## src/rtl/change_dispenser.sv

```systemverilog
// Vending-machine change dispenser: pulses the soda solenoid, then pays owed change as dimes/nickels
// through a 4-phase hopper handshake. Define CHANGE_DISPENSER_TIMEOUT_EN to add the hopper timeout/FAULT.
module change_dispenser #(
  parameter int SODA_PULSE_CYC = 4,
  parameter int ACK_TIMEOUT    = 255
) (
  input  logic       i_clk,
  input  logic       i_rst,
  input  logic       i_soda,
  input  logic [2:0] i_change,
  input  logic       i_dime_empty,
  input  logic       i_coin_ack,
  output logic       o_soda_eject,
  output logic       o_dime_req,
  output logic       o_nickel_req,
  output logic       o_busy,
  output logic       o_done,
  output logic [2:0] o_remaining,
  output logic       o_fault
);

  typedef enum logic [2:0] {
    S_IDLE,
    S_SODA,
    S_SELECT,
    S_REQ,
    S_ACK_LOW,
    S_DONE
`ifdef CHANGE_DISPENSER_TIMEOUT_EN
    , S_FAULT
`endif
  } state_e;

  localparam logic [7:0] SODA_LAST = 8'(SODA_PULSE_CYC - 1);
`ifdef CHANGE_DISPENSER_TIMEOUT_EN
  localparam logic [7:0] ACK_LAST  = 8'(ACK_TIMEOUT - 1);
`endif

  state_e     state_q, state_d;
  logic [2:0] remaining_q, remaining_d;
  logic [7:0] timer_q, timer_d;
  logic       dime_q, dime_d;

  // NOTE: every always_comb target gets a default first, so no path leaves one unassigned (no latch).
  always_comb begin
    state_d     = state_q;
    remaining_d = remaining_q;
    timer_d     = timer_q;
    dime_d      = dime_q;
    case (state_q)
      S_IDLE: begin
        if (i_soda) begin
          remaining_d = (i_change > 3'd4) ? 3'd4 : i_change;
          timer_d     = '0;
          state_d     = S_SODA;
        end
      end
      S_SODA: begin
        if (timer_q == SODA_LAST) begin
          timer_d = '0;
          state_d = S_SELECT;
        end else begin
          timer_d = timer_q + 8'd1;
        end
      end
      S_SELECT: begin
        // Coin type is frozen here; later changes on i_dime_empty cannot alter a pending request.
        if (remaining_q == 3'd0) begin
          state_d = S_DONE;
        end else begin
          dime_d  = (remaining_q >= 3'd2) && !i_dime_empty;
          timer_d = '0;
          state_d = S_REQ;
        end
      end
      S_REQ: begin
        if (i_coin_ack) begin
          if (dime_q) remaining_d = (remaining_q >= 3'd2) ? remaining_q - 3'd2 : 3'd0;
          else        remaining_d = (remaining_q >= 3'd1) ? remaining_q - 3'd1 : 3'd0;
          timer_d = '0;
          state_d = S_ACK_LOW;
        end
`ifdef CHANGE_DISPENSER_TIMEOUT_EN
        else if (timer_q == ACK_LAST) state_d = S_FAULT;
        else                          timer_d = timer_q + 8'd1;
`endif
      end
      S_ACK_LOW: begin
        if (!i_coin_ack) begin
          timer_d = '0;
          state_d = S_SELECT;
        end
`ifdef CHANGE_DISPENSER_TIMEOUT_EN
        else if (timer_q == ACK_LAST) state_d = S_FAULT;
        else                          timer_d = timer_q + 8'd1;
`endif
      end
      S_DONE: state_d = S_IDLE;
`ifdef CHANGE_DISPENSER_TIMEOUT_EN
      S_FAULT: state_d = S_FAULT;
`endif
      default: state_d = S_IDLE;
    endcase
  end

  // NOTE: state registers use non-blocking assignments so all flops update together on the edge.
  always_ff @(posedge i_clk) begin
    if (i_rst) begin
      state_q     <= S_IDLE;
      remaining_q <= '0;
      timer_q     <= '0;
      dime_q      <= 1'b0;
    end else begin
      state_q     <= state_d;
      remaining_q <= remaining_d;
      timer_q     <= timer_d;
      dime_q      <= dime_d;
    end
  end

  assign o_soda_eject = (state_q == S_SODA);
  assign o_dime_req   = (state_q == S_REQ) &&  dime_q;
  assign o_nickel_req = (state_q == S_REQ) && !dime_q;
  assign o_done       = (state_q == S_DONE);
  assign o_remaining  = remaining_q;
`ifdef CHANGE_DISPENSER_TIMEOUT_EN
  assign o_busy  = (state_q != S_IDLE) && (state_q != S_FAULT);
  assign o_fault = (state_q == S_FAULT);
`else
  assign o_busy  = (state_q != S_IDLE);
  assign o_fault = 1'b0;
`endif

endmodule

```

## config.mk

```make
export PLATFORM = sky130hd
export DESIGN_NAME = change_dispenser
export DESIGN_NICKNAME = d
export VERILOG_FILES = /design/src/rtl/change_dispenser.sv
export SDC_FILE = /design/constraint.sdc
export NUM_CORES = 1
export LEC_CHECK = 0
export CORE_UTILIZATION = 50
export CTS_CLUSTER_DIAMETER = 30
export CTS_CLUSTER_SIZE = 12
export DETAILED_ROUTE_END_ITERATION = 8
export HOLD_SLACK_MARGIN = 0.05
export PLACE_DENSITY = 0.75
export SETUP_SLACK_MARGIN = 0.2
export SYNTH_ARGS = -nofsm -noshare
export SYNTH_HDL_FRONTEND = slang
export SYNTH_SLANG_ARGS = --single-unit
```

## constraint.sdc

```tcl
create_clock -name i_clk -period 1.8 [get_ports i_clk]
set_input_delay 0.18 -clock i_clk [delete_from_list [all_inputs] [get_ports i_clk]]
set_output_delay 0.18 -clock i_clk [all_outputs]
set_load 0.005 [all_outputs]
```

==> flow_summary.toml <==
[synthesis]
synthXorXnorAreaFrac_pct = 0
yosysWarnings = 0
synth.area.mux_share_pct = 0.937
ys_seq_elements = 15
synth_nets = 143
synth_compound_area_share_pct = 29.9
synthFlopType = "dfxtp_1"
netlist_area_sq_um = 1070
synth_top_family_by_area = "compound AO/OA/AOI/OAI gates"
synth_edf_count = 0
async_flop_share_pct = 0
syn_inst = 129
synth_area_per_cell_sq_um = 8.28
synth_cell_types = 43
synth_fa_ha_area_share_pct = 7.03
yosysSeqAreaShare_pct = 28.1
synthSimpleGateAreaFrac_pct = 26.7

[final_layout]
area_growth_pct = 50.9
fill_cells = 115
finalNonFillerCells = 200
num_antenna_cells = 0
post-route-util_pct = 81.4
drive_gt1_share_pct = 35.3
final_cell_mix = "27 x buf_4, 11 x nor2_1, 10 x a21oi_1, 10 x clkdlybuf4s50_1"
layout_commonest_cell = "buf_4"
final_nets = 188

[run_status]
status = "completed"

[die]
num_rows = 16
die-area_sq_um = 2330
core_sq_um = 1980
initial_core_util_pct = 53.9
io_pins = 17
die_h_microns = 48.2
die_width_microns = 48.2

[power_and_ir_drop]
p_sw_uw = 222
seqPwrFrac_pct = 45.6
leakagePower_nw = 0.681
vdd_drop_max_mv = 0.356
clkPwrFrac_pct = 25.8
power_density_nw_per_um2 = 470
intPower_uw = 535
p_sw_share_pct = 29.4
pwr-share-comb_pct = 28.6

[clock_tree]
root_buffer = "clkbuf_4"
cts.htree.levels = 1
cts_buffers = 3
cts_tree = "yes"
cts.sinks = 15
path_clk_slew_ns = 0.09
cts_hold_buf = 0
clock_latency_ns = 0.28
clockBufferDepth = 2

[min_path]
hp-class = "input pin to flop"
worstHoldPathCells = 2

[setup_path]
crit_buf_inv = 3
worstSetupEndpointType = "primary output"
critPathMaxStageDelay_ns = 0.37
cp_num_cells = 4
cp_slowest_cell = "dfxtp_4"
ff2ff_path_depth = 6
crit_chain = "buf_4 > buf_6 > or3_1 > dlygate4sd2_1"
crit_path_max_fanout = 6
cp.required_ns = 1.62
path_delay_family = "buffers and inverters"
crit_arrival_ns = 1.56
critPathLaunchType = "flop"
timing_worst_setup_path_type = "flop to primary output"

[timing]
timing.fmax_mhz = 576
period_minus_slack_ns = 1.74
hold_viol = 0
final_min_period_over_clock_period_pct = 96.5
rsz0062_at_grt = "yes"
maxSlewViolCount = 0
finClkSkew_ns = 0.00369
setup_viol = 0

[global_route]
first_global_vias = 1041
grt.overflow.total = 0
antenna_found_initial = 0
grt_max_degree = 15
track_usage_pct = 28.4
grt_pass1_wl_microns = 4510

[job]
cap_viol_max_count = 0

[placement]
io_buffers = 15
gp_congestion = 0.825
dp_hpwl_microns = 1990
place_inst = 180

[route]
drc_errors = 0
avgRoutedWirePerCell_microns = 17.6
num_vias = 1255
routed_wl_microns = 3520
drt_iter0_drc = 41
first_pass_iters = 4
vias_per_cell = 6.28
detail-route-antenna-nets = 0
[power by group through the flow]
| stage | clock network [mW] | logic [mW] | registers (mW) |
|---|---|---|---|
| after floorplan | 0 | 0.0813 | 0.358 |
| after global placement | 0 | 0.149 | 0.356 |
| after detailed placement | 0 | 0.155 | 0.357 |
| after CTS | 0.203 | 0.179 | 0.349 |
| after global routing | 0.216 | 0.229 | 0.347 |
| final | 0.195 | 0.217 | 0.346 |
[Yosys cell counts (2+ instances only)]
cell	count	share of area, %
o31ai_2	3	3.5
nand2_1	4	1.4
o21ai_1	2	0.94
nand2b_1	6	3.5
buf_4	2	1.4
inv_1	9	3.2
o31ai_1	6	4.2
and3_1	2	1.2
or4_1	6	4.2
or3b_1	2	1.6
a21oi_1	13	6.1
a32oi_1	2	1.6
buf_2	3	1.4
ha_1	6	7.0
nand3_1	5	2.3
o21ai_0	3	1.4
or3_1	2	1.2
and4_1	2	1.6
a221oi_1	2	1.6
nor3_1	2	0.94
nor2_1	11	3.9
dfxtp_1	15	28
[what timing repair did]
item | 4_1_cts | 5_1_grt
gates resized for setup | 16 | 17
pin swaps | 3 | 3
setup endpoints to repair | 16 | 14
setup buffers | 8 | 8
[state kept, by name, indices dropped and copies added, names as in the netlist]
| name | count |
|---|---|
| o_remaining | 3 |
| dime_q | 1 |
| state_q | 3 |
| timer_q | 8 |
[worst register-to-register path, delay by kind of cell, from the launching register on]
| family | cells | cell delay (ns) |
|---|---|---|
| and+or+nand+nor | 1 | 0.36 |
| DFF | 1 | 0.37 |
| AOI/OAI and AO/OA | 3 | 0.58 |
| buffers and inverters | 2 | 0.26 |
[layout make-up]
type / instances / area, sq um / area share [%]
Tap cell: 27 / 33.8 / 2.09
Timing Repair Buffer: 47 / 423 / 26.2
Clock buffer: 4 / 26.3 / 1.63
Inverter: 10 / 37.5 / 2.33
Sequential cell: 15 / 317 / 19.6
Multi-Input combinational cell: 97 / 776 / 48.1
[worst paths after layout]
check	from	endpoint	slack, ns
worst max-delay path	state_q[0]	o_busy	0.06
worst min-delay path	i_rst	state_q[2]	0.51
worst max register to register	state_q[0]	o_remaining[1]	0.11
worst min register to register	timer_q[5]	timer_q[5]	0.53
[metal layers]
| metal | global-route usage [%] | share of wire [%] | vias up | routed length [microns] |
|---|---|---|---|---|
| met5 | 0 | 0 | - | 0 |
| met3 | 5.19 | 6.3 | 16 | 220 |
| li1 | - | - | 575 | - |
| met4 | 11.1 | 2.9 | 0 | 102 |
| met1 | 30.3 | 38 | 592 | 1320 |
| met2 | 54.1 | 53 | 72 | 1870 |
[cell families (layout without fill, tap and decap cells)]
group | count (synthesis) | after routing
AND/OR/NAND/NOR | 48 | 48
AO/OA/AOI/OAI | 41 | 41
buffers and inverters | 17 | 61
flip-flops | 15 | 15
adder cells (fa/ha/maj) | 6 | 6
other | 1 | 1
multiplexers | 1 | 1
[metrics by stage]
stage          power [mW]  setup TNS, ns  hold WS [ns]  area (sq um)  setup WS (ns)
3_3_place_gp        0.505        -0.0454         0.477          1350       -0.00779
2_1_floorplan       0.439              0         0.353          1070          0.217
6_report            0.758              0         0.509          1610         0.0637
5_1_grt             0.792              0         0.525          1610         0.0446
4_1_cts             0.731              0         0.498          1490         0.0787
3_5_place_dp        0.512         -0.882         0.485          1350         -0.125
(Power assumes the default switching activity.)
